--- src/rtl/i2f_pkg.sv ---
// ---------------------------------------------------------------------------
// i2f_pkg
// Shared types and constants for the sequential integer-to-binary16
// converter (int2flt_seq) and its rounding stage (i2f_round).
//   - state_t            : converter FSM states
//   - BIAS_DEF, MAG_W_DEF: default exponent bias / integer magnitude width
//   - binary16 layout    : SIGN_B, EXP_MSB, EXP_LSB, EXP_W, MANT_W, FLT_W
// ---------------------------------------------------------------------------
package i2f_pkg;

    localparam int BIAS_DEF  = 15;
    localparam int MAG_W_DEF = 15;

    // binary16 field positions
    localparam int FLT_W   = 16;
    localparam int SIGN_B  = 15;
    localparam int EXP_MSB = 14;
    localparam int EXP_LSB = 10;
    localparam int EXP_W   = EXP_MSB - EXP_LSB + 1;
    localparam int MANT_W  = 10;

    typedef enum logic {
        IDLE = 1'b0,
        NORM = 1'b1
    } state_t;

endpackage

--- src/rtl/i2f_round.sv ---
// ---------------------------------------------------------------------------
// i2f_round
// Combinational mantissa extraction and rounding for a normalized magnitude
// (leading one in mag[MAG_W-1]). The leading one is the implicit bit and is
// dropped; the next MANT_W bits form the mantissa.
//
// Build option (macro I2F_ROUND_EN):
//   defined   : round-to-nearest-even using guard and sticky bits; a carry
//               out of the mantissa clears it and bumps the exponent.
//   undefined : truncate; guard and sticky are ignored.
//
// Ports:
//   exp      in  EXP_W   biased exponent of the leading one
//   mag      in  MAG_W   normalized magnitude
//   exp_rnd  out EXP_W   exponent after rounding
//   mant_rnd out MANT_W  mantissa after rounding
// ---------------------------------------------------------------------------
module i2f_round
    import i2f_pkg::*;
#(
    parameter int MAG_W = MAG_W_DEF
) (
    input  logic [EXP_W-1:0]  exp,
    input  logic [MAG_W-1:0]  mag,
    output logic [EXP_W-1:0]  exp_rnd,
    output logic [MANT_W-1:0] mant_rnd
);

    logic [MANT_W-1:0] mant_raw;

    assign mant_raw = mag[MAG_W-2 -: MANT_W];

`ifdef I2F_ROUND_EN

    // Round-to-nearest-even; returns {exponent, mantissa}.
    function automatic logic [EXP_W+MANT_W-1:0] round_rne(
        input logic [EXP_W-1:0]  e,
        input logic [MANT_W-1:0] m,
        input logic              guard,
        input logic              sticky
    );
        logic          inc;
        logic [MANT_W:0] sum;
        inc = guard & (sticky | m[0]);
        sum = {1'b0, m} + {{MANT_W{1'b0}}, inc};
        if (sum[MANT_W])
            return {EXP_W'(e + EXP_W'(1)), {MANT_W{1'b0}}};
        else
            return {e, sum[MANT_W-1:0]};
    endfunction

    logic guard_bit;
    logic sticky_bit;
    logic unused_lead;

    assign guard_bit   = mag[MAG_W-2-MANT_W];
    assign sticky_bit  = |mag[MAG_W-3-MANT_W:0];
    assign unused_lead = mag[MAG_W-1];

    assign {exp_rnd, mant_rnd} = round_rne(exp, mant_raw, guard_bit, sticky_bit);

`else

    logic unused_bits;

    // Leading one and the bits below the mantissa play no part when truncating.
    assign unused_bits = ^{mag[MAG_W-1], mag[MAG_W-2-MANT_W:0]};

    assign exp_rnd  = exp;
    assign mant_rnd = mant_raw;

`endif

endmodule

--- src/rtl/int2flt_seq.sv ---
// ---------------------------------------------------------------------------
// int2flt_seq
// Sequential sign-magnitude integer to IEEE-754 binary16 converter.
// The magnitude is shifted left one bit per clock until its top bit is set,
// decrementing the exponent each step; the result is then rounded (or
// truncated) by i2f_round and registered.
//
// Build option: I2F_ROUND_EN selects round-to-nearest-even (see i2f_round);
// undefined gives truncation. Latency is the same in both builds.
//
// Ports:
//   clk      in   1        rising-edge clock
//   reset    in   1        asynchronous, active-low
//   start    in   1        conversion request, sampled only while idle
//   int_in   in   MAG_W+1  sign-magnitude operand (MSB = sign)
//   busy     out  1        high while a conversion is in progress
//   done     out  1        one-cycle pulse, flt_out valid
//   flt_out  out  16       binary16 result, held until the next start
// ---------------------------------------------------------------------------
module int2flt_seq
    import i2f_pkg::*;
#(
    parameter int BIAS  = BIAS_DEF,
    parameter int MAG_W = MAG_W_DEF
) (
    input  logic             clk,
    input  logic             reset,
    input  logic             start,
    input  logic [MAG_W:0]   int_in,
    output logic             busy,
    output logic             done,
    output logic [FLT_W-1:0] flt_out
);

    state_t            state;
    logic [MAG_W-1:0]  mag;
    logic              sgn;
    logic [EXP_W-1:0]  exp;
    logic [EXP_W-1:0]  exp_rnd;
    logic [MANT_W-1:0] mant_rnd;

    // Exponent of the top magnitude bit before any shifting.
    localparam logic [EXP_W-1:0] EXP_LOAD = EXP_W'(BIAS + MAG_W - 1);

    i2f_round #(
        .MAG_W (MAG_W)
    ) u_round (
        .exp      (exp),
        .mag      (mag),
        .exp_rnd  (exp_rnd),
        .mant_rnd (mant_rnd)
    );

    assign busy = (state != IDLE);

    always_ff @(posedge clk or negedge reset) begin
        if (!reset) begin
            state   <= IDLE;
            mag     <= '0;
            sgn     <= 1'b0;
            exp     <= '0;
            done    <= 1'b0;
            flt_out <= '0;
        end else begin
            done <= 1'b0;
            case (state)
                IDLE: begin
                    if (start) begin
                        if (int_in[MAG_W-1:0] == '0) begin
                            // Zero of either sign converts to +0.
                            flt_out <= '0;
                            done    <= 1'b1;
                        end else begin
                            mag   <= int_in[MAG_W-1:0];
                            sgn   <= int_in[MAG_W];
                            exp   <= EXP_LOAD;
                            state <= NORM;
                        end
                    end
                end
                NORM: begin
                    if (mag[MAG_W-1]) begin
                        flt_out <= {sgn, exp_rnd, mant_rnd};
                        done    <= 1'b1;
                        state   <= IDLE;
                    end else begin
                        // Magnitude is nonzero, so the exponent stops at BIAS.
                        mag <= mag << 1;
                        exp <= exp - EXP_W'(1);
                    end
                end
            endcase
        end
    end

endmodule

--- config.mk ---
export PLATFORM = sky130hd
export DESIGN_NAME = int2flt_seq
export DESIGN_NICKNAME = d
export VERILOG_FILES = /design/src/rtl/i2f_pkg.sv /design/src/rtl/i2f_round.sv /design/src/rtl/int2flt_seq.sv
export SDC_FILE = /design/constraint.sdc
export NUM_CORES = 1
export LEC_CHECK = 0
export CORE_UTILIZATION = 40
export DETAILED_ROUTE_END_ITERATION = 10
export PLACE_DENSITY_LB_ADDON = 0.12
export SYNTH_ARGS = -nofsm -noshare
export SYNTH_HDL_FRONTEND = slang
export SYNTH_HIERARCHICAL = 1
export SYNTH_SLANG_ARGS = --single-unit
--- constraint.sdc ---
create_clock -name clk -period 1.37 [get_ports clk]
set_input_delay 0.274 -clock clk [delete_from_list [all_inputs] [get_ports clk]]
set_output_delay 0.274 -clock clk [all_outputs]
set_load 0.01 [all_outputs]
Word level (Yosys, flattened, before mapping)
Cells that the tools add are included.
{"block": "word_totals", "regBits": 39, "input_bits": 19, "out_inout_bits": 18, "elab_cells": 40}
{"block": "op_classes", "add_sub_neg": 1, "eq_ne": 5, "muxes": 20, "bitwise_logic": 2, "reduce_logical": 5}
{"cell": "$mux W16", "count": 3}
{"cell": "$mux W15", "count": 3}
{"cell": "$pmux W16 S2", "count": 1}
{"cell": "$pmux W15 S2", "count": 1}
{"cell": "$logic_not A15 Y1", "count": 1}
{"cell": "$mux W5", "count": 3}
{"cell": "$pmux W5 S2", "count": 1}
{"cell": "$reduce_and A3 Y1", "count": 3}
{"cell": "$ne A2 B2 Y1 const B", "count": 4}
{"cell": "$mux W1", "count": 6}
{"cell": "$sub A5 B1 Y5 const B", "count": 1}
{"cell": "$pmux W1 S2", "count": 2}
{"cell": "$ne A2 B1 Y1 const B", "count": 1}
{"cell": "$not A1 Y1", "count": 2}
{"cell": "$reduce_and A2 Y1", "count": 1}

Logic depth before layout (Yosys ltp)
{"block": "depth", "ltp_word": 4, "ltp_mapped": 5, "mapped_depth_nobuf": 5}

Cells and area by module
The synthesis kept the hierarchy.
{"module": "int2flt_seq", "instances": 1, "cells_each": 148, "area_each_um2": 1694.1, "seq_area_each_um2": 975.9}
{"module": "i2f_round", "instances": 1, "cells_each": 15, "area_each_um2": 112.6, "seq_area_each_um2": 0.0}

Worst setup path before layout
Ideal clock, no wire load.
{"block": "synth_timing", "path_type": "register to register", "from": "register state, in the netlist busy", "to": "register sgn", "setup_ns": 0.128, "arrival_time_ns": 1.301, "required_ns": 1.242, "path_slack_ns": -0.059, "stages_incl_launch_ff": 5, "path_buffers": 1, "period_less_slack_ns": 1.429, "cell_sequence": "dfrtp_1 nand2b_1 a41oi_1 buf_2 mux2_1"}
{"block": "synth_via", "elab_chain_len": 2}
{"item": "start, declared", "line_no": "int2flt_seq.sv:35", "rtl": "state_t state;"}
{"item": "start signal, assigned", "line_no": "int2flt_seq.sv:58", "rtl": "state <= IDLE;"}
{"item": "start signal, assigned", "line_no": "int2flt_seq.sv:77", "rtl": "state <= NORM;"}
{"item": "start signal, assigned", "line_no": "int2flt_seq.sv:85", "rtl": "state <= IDLE;"}
{"item": "$not A1 Y1 (no line)"}
{"item": "$reduce_and A3 Y1 (no line)"}
{"item": "end signal, assigned", "line_no": "int2flt_seq.sv:75", "rtl": "sgn <= int_in[MAG_W];"}
{"item": "end, declared", "line_no": "int2flt_seq.sv:37", "rtl": "logic sgn;"}
No other way between the ends.
A chain may end at the register's enable or synchronous reset.

Worst setup path in the final report
Ends and elaborated chain as after synthesis.

==> impl_metrics.env <==
export IMPL_internal_power_mw=3.38
export IMPL_ys_seq_area_share_pct=54.0
export IMPL_layout_commonest_cell="dfrtp_1"
export IMPL_synth_compound_area_share_pct=21.5
export IMPL_cpPeakStageDelay_ns=0.41
export IMPL_cts_buffers=5
export IMPL_port_buffers=36
export IMPL_clock_sinks=39
export IMPL_arrival_ns=1.58
export IMPL_required_ns=1.54
export IMPL_start_util_pct=41.5
export IMPL_worst_setup_path_start_kind="flip-flop"
export IMPL_hp_class="in -> reg"
export IMPL_dp_hpwl_mm=2.87
export IMPL_routed_via_density=5.49
export IMPL_ff_latch_area_um2=977
export IMPL_ys_flop_type="dfrtp_1"
export IMPL_grt_pass1_wl_mm=7.22
export IMPL_placedInstanceArea_um2=2220
export IMPL_core_area_um2=4350
export IMPL_place_congestion=0.725
export IMPL_power_density_nw_per_um2=2080
export IMPL_finClkSkew_ns=0.00803
export IMPL_synth_simple_area_share_pct=11.8
export IMPL_p_sw_share_pct=35.5
export IMPL_grt_overflow=0
export IMPL_p_sw_mw=1.86
export IMPL_violations="setup timing"
export IMPL_drt_pass1_iter_count=4
export IMPL_rows=24
export IMPL_fin_crit_ns=1.40
export IMPL_async_reset_ff_share_pct=100
export IMPL_drc_errors=0
export IMPL_cpLargestDelayFamily="flip-flops"
export IMPL_yosysWarnings=6
export IMPL_final_area_um2=2520
export IMPL_rsz0062_at_grt="yes"
export IMPL_fmax_mhz=713
export IMPL_setup_violations=1
export IMPL_track_usage_pct=19.6
export IMPL_whs_ns=0.254
export IMPL_dieArea_um2=4790
export IMPL_clk_path_buf_depth=2
export IMPL_clk_latency_ns=0.29
export IMPL_ant_nets=0
export IMPL_ys_ff_latch=39
export IMPL_die_width_um=69.2
export IMPL_max_cap_violations=0
export IMPL_post_drt_wl_per_cell_um=17.1
export IMPL_status="finished with violations"
export IMPL_critPathKind="reg -> reg"
export IMPL_slew_viol_final=0
export IMPL_netlist_area_um2=1810
export IMPL_combPwrFrac_pct=42.0
export IMPL_multiInputGateArea_um2=811
export IMPL_muxShareOfSynthArea_pct=0.623
export IMPL_post_route_util_pct=57.8
export IMPL_tightestPinTransition_ns=0.442
export IMPL_p_leak_nw=1.17
export IMPL_cp_max_fo=8
export IMPL_seqPwrFrac_pct=39.3
export IMPL_p_clk_share_pct=18.7
export IMPL_io_pins=37
export IMPL_die_h_um=69.2
export IMPL_synthCells=163
export IMPL_synth_edf_count=0
export IMPL_synthAdderAreaFrac_pct=0.693
export IMPL_period_share_pct=102
export IMPL_fillCellCount=355
export IMPL_max_slew_margin_pct=70.4
export IMPL_syn_nets=183
export IMPL_synth_xor_xnor_area_share_pct=1.45
export IMPL_finalWorstSetupSlack_ns=-0.0330
export IMPL_num_vias=1427
export IMPL_cp_cell_sequence="nand2b_4 > a41oi_4 > mux2_4"
export IMPL_clk_pin_slew_ns=0.07
export IMPL_critPathBufInv=0
export IMPL_cts_tree="done"
export IMPL_setup_tns_ns=-0.0330
export IMPL_end_kind="flip-flop"
export IMPL_final_cell_mix="38 x dfrtp_1, 21 x dlygate4sd2_1, 16 x nand2_1"
export IMPL_drive_above_1_share_pct=37.0
export IMPL_wirelength_mm=4.46
export IMPL_ir_worst_vdd_uv=859
export IMPL_grt_pass1_vias=1355
export IMPL_syn_to_final_growth_pct=39.4
export IMPL_synth_area_per_cell_um2=11.1
export IMPL_final_nets=227
export IMPL_antenna_cells=0
export IMPL_h_tree_depth=2
export IMPL_synth_top_family_by_area="compound AO/OA/AOI/OAI gates"
export IMPL_worst_path_max_delay_cell="dfrtp_2"
export IMPL_hold_violations=0
export IMPL_clockRootBuffer="clkbuf_8"
export IMPL_antenna_found_initial=0
export IMPL_dr_first_iter_drc_count=58
export IMPL_grt_start_max_net_pins=26
export IMPL_synth_distinct_cells=31
-- tightest hold or removal path, cell delays in order --
cell     delay, ns
buf_2         0.12
nand2_2       0.06
o21ai_2       0.05
-- per-layer routing --
| layer | GRT usage (%) | wire [µm] | up-vias |
|---|---|---|---|
| met2 | 29.9 | 2110 | 39 |
| met3 | 4.07 | 175 | 9 |
| met4 | 4.08 | 55 | 0 |
| li1 | - | - | 669 |
| met5 | 0 | 0 | - |
| met1 | 28.9 | 2110 | 710 |
-- synth_stat cells, types with 2 or more instances --
library cell | instances | area share, %
nor4_4 | 2 | 2.4
xnor2_1 | 2 | 0.97
a22oi_1 | 13 | 5.4
a211oi_1 | 2 | 0.83
dfrtp_1 | 39 | 54
nand2b_1 | 3 | 1.0
nor3_1 | 3 | 0.83
clkbuf_1 | 5 | 1.0
a22o_2 | 3 | 1.7
inv_1 | 5 | 1.0
buf_2 | 3 | 0.83
nor2_1 | 4 | 0.83
buf_4 | 15 | 6.2
nand2_1 | 17 | 3.5
a22o_1 | 13 | 6.3
o21ai_0 | 18 | 5.0
nor2b_1 | 2 | 0.69
-- power by group through the flow --
stage          Sequential, mW  Combinational (mW)  Clock, mW
5_1_grt                  2.13                2.39       1.06
4_1_cts                  2.04                1.93      0.997
6_report                 2.06                2.20      0.980
3_5_place_dp             2.07                1.94          0
2_1_floorplan            2.10                1.20          0
3_3_place_gp             2.04                1.88          0
-- stage by stage --
stage	power [mW]	setup slack, ns	std cells
CTS	4.98	-0.0329	255
finish	5.23	-0.0330	260
global route	5.58	-0.0933	260
detailed placement	4.01	-0.685	241
floorplan	3.30	-0.0178	163
global placement	3.92	-0.600	241
-- final timing paths --
kind | depth (start not counted) | end | slack [ns] | from
min in group asynchronous | 2 | mag[14] | 0.44 | reset
min reg2reg | 1 | flt_out[6] | 0.50 | flt_out[6]
min | 3 | mag[0] | 0.25 | int_in[0]
max in group asynchronous | 3 | mag[10] | 0.49 | reset
max reg2reg | 3 | sgn | -0.03 | busy
max | 3 | sgn | -0.03 | busy
-- repair_timing --
item	in CTS	in global routing
hold buffers	1	0
gates cloned	3	0
setup buffers	2	5
endpoints found under the setup margin	57	36
resized for setup	67	47
hold endpoints to repair	14	0
pin swaps	8	26
-- flip-flops by register name (all words and copies together), names as in the netlist --
| name | flops |
|---|---|
| busy | 1 |
| done | 1 |
| exp | 5 |
| flt_out | 16 |
| mag | 15 |
| sgn | 1 |
-- logic make-up (layout without fill, tap and decap cells) --
family	after synthesis	count (layout)
AOI/OAI and AO/OA	53	55
DFF	39	39
and+or+nand+nor	36	36
buffers and inverters	30	73
xor gates and xnor gates	3	3
adders and majority gates	1	1
muxes	1	1
-- layout make-up --
type                    count  share of cell area (%)
flip-flops and latches     39                    38.8
multi-input cells          96                    32.2
clock buffers               6                    3.28
inverters                   5                   0.745
clock inverters             2                    1.39
well taps                  52                    2.58
repair buffers             60                    21.0
(Power assumes the default switching activity.)
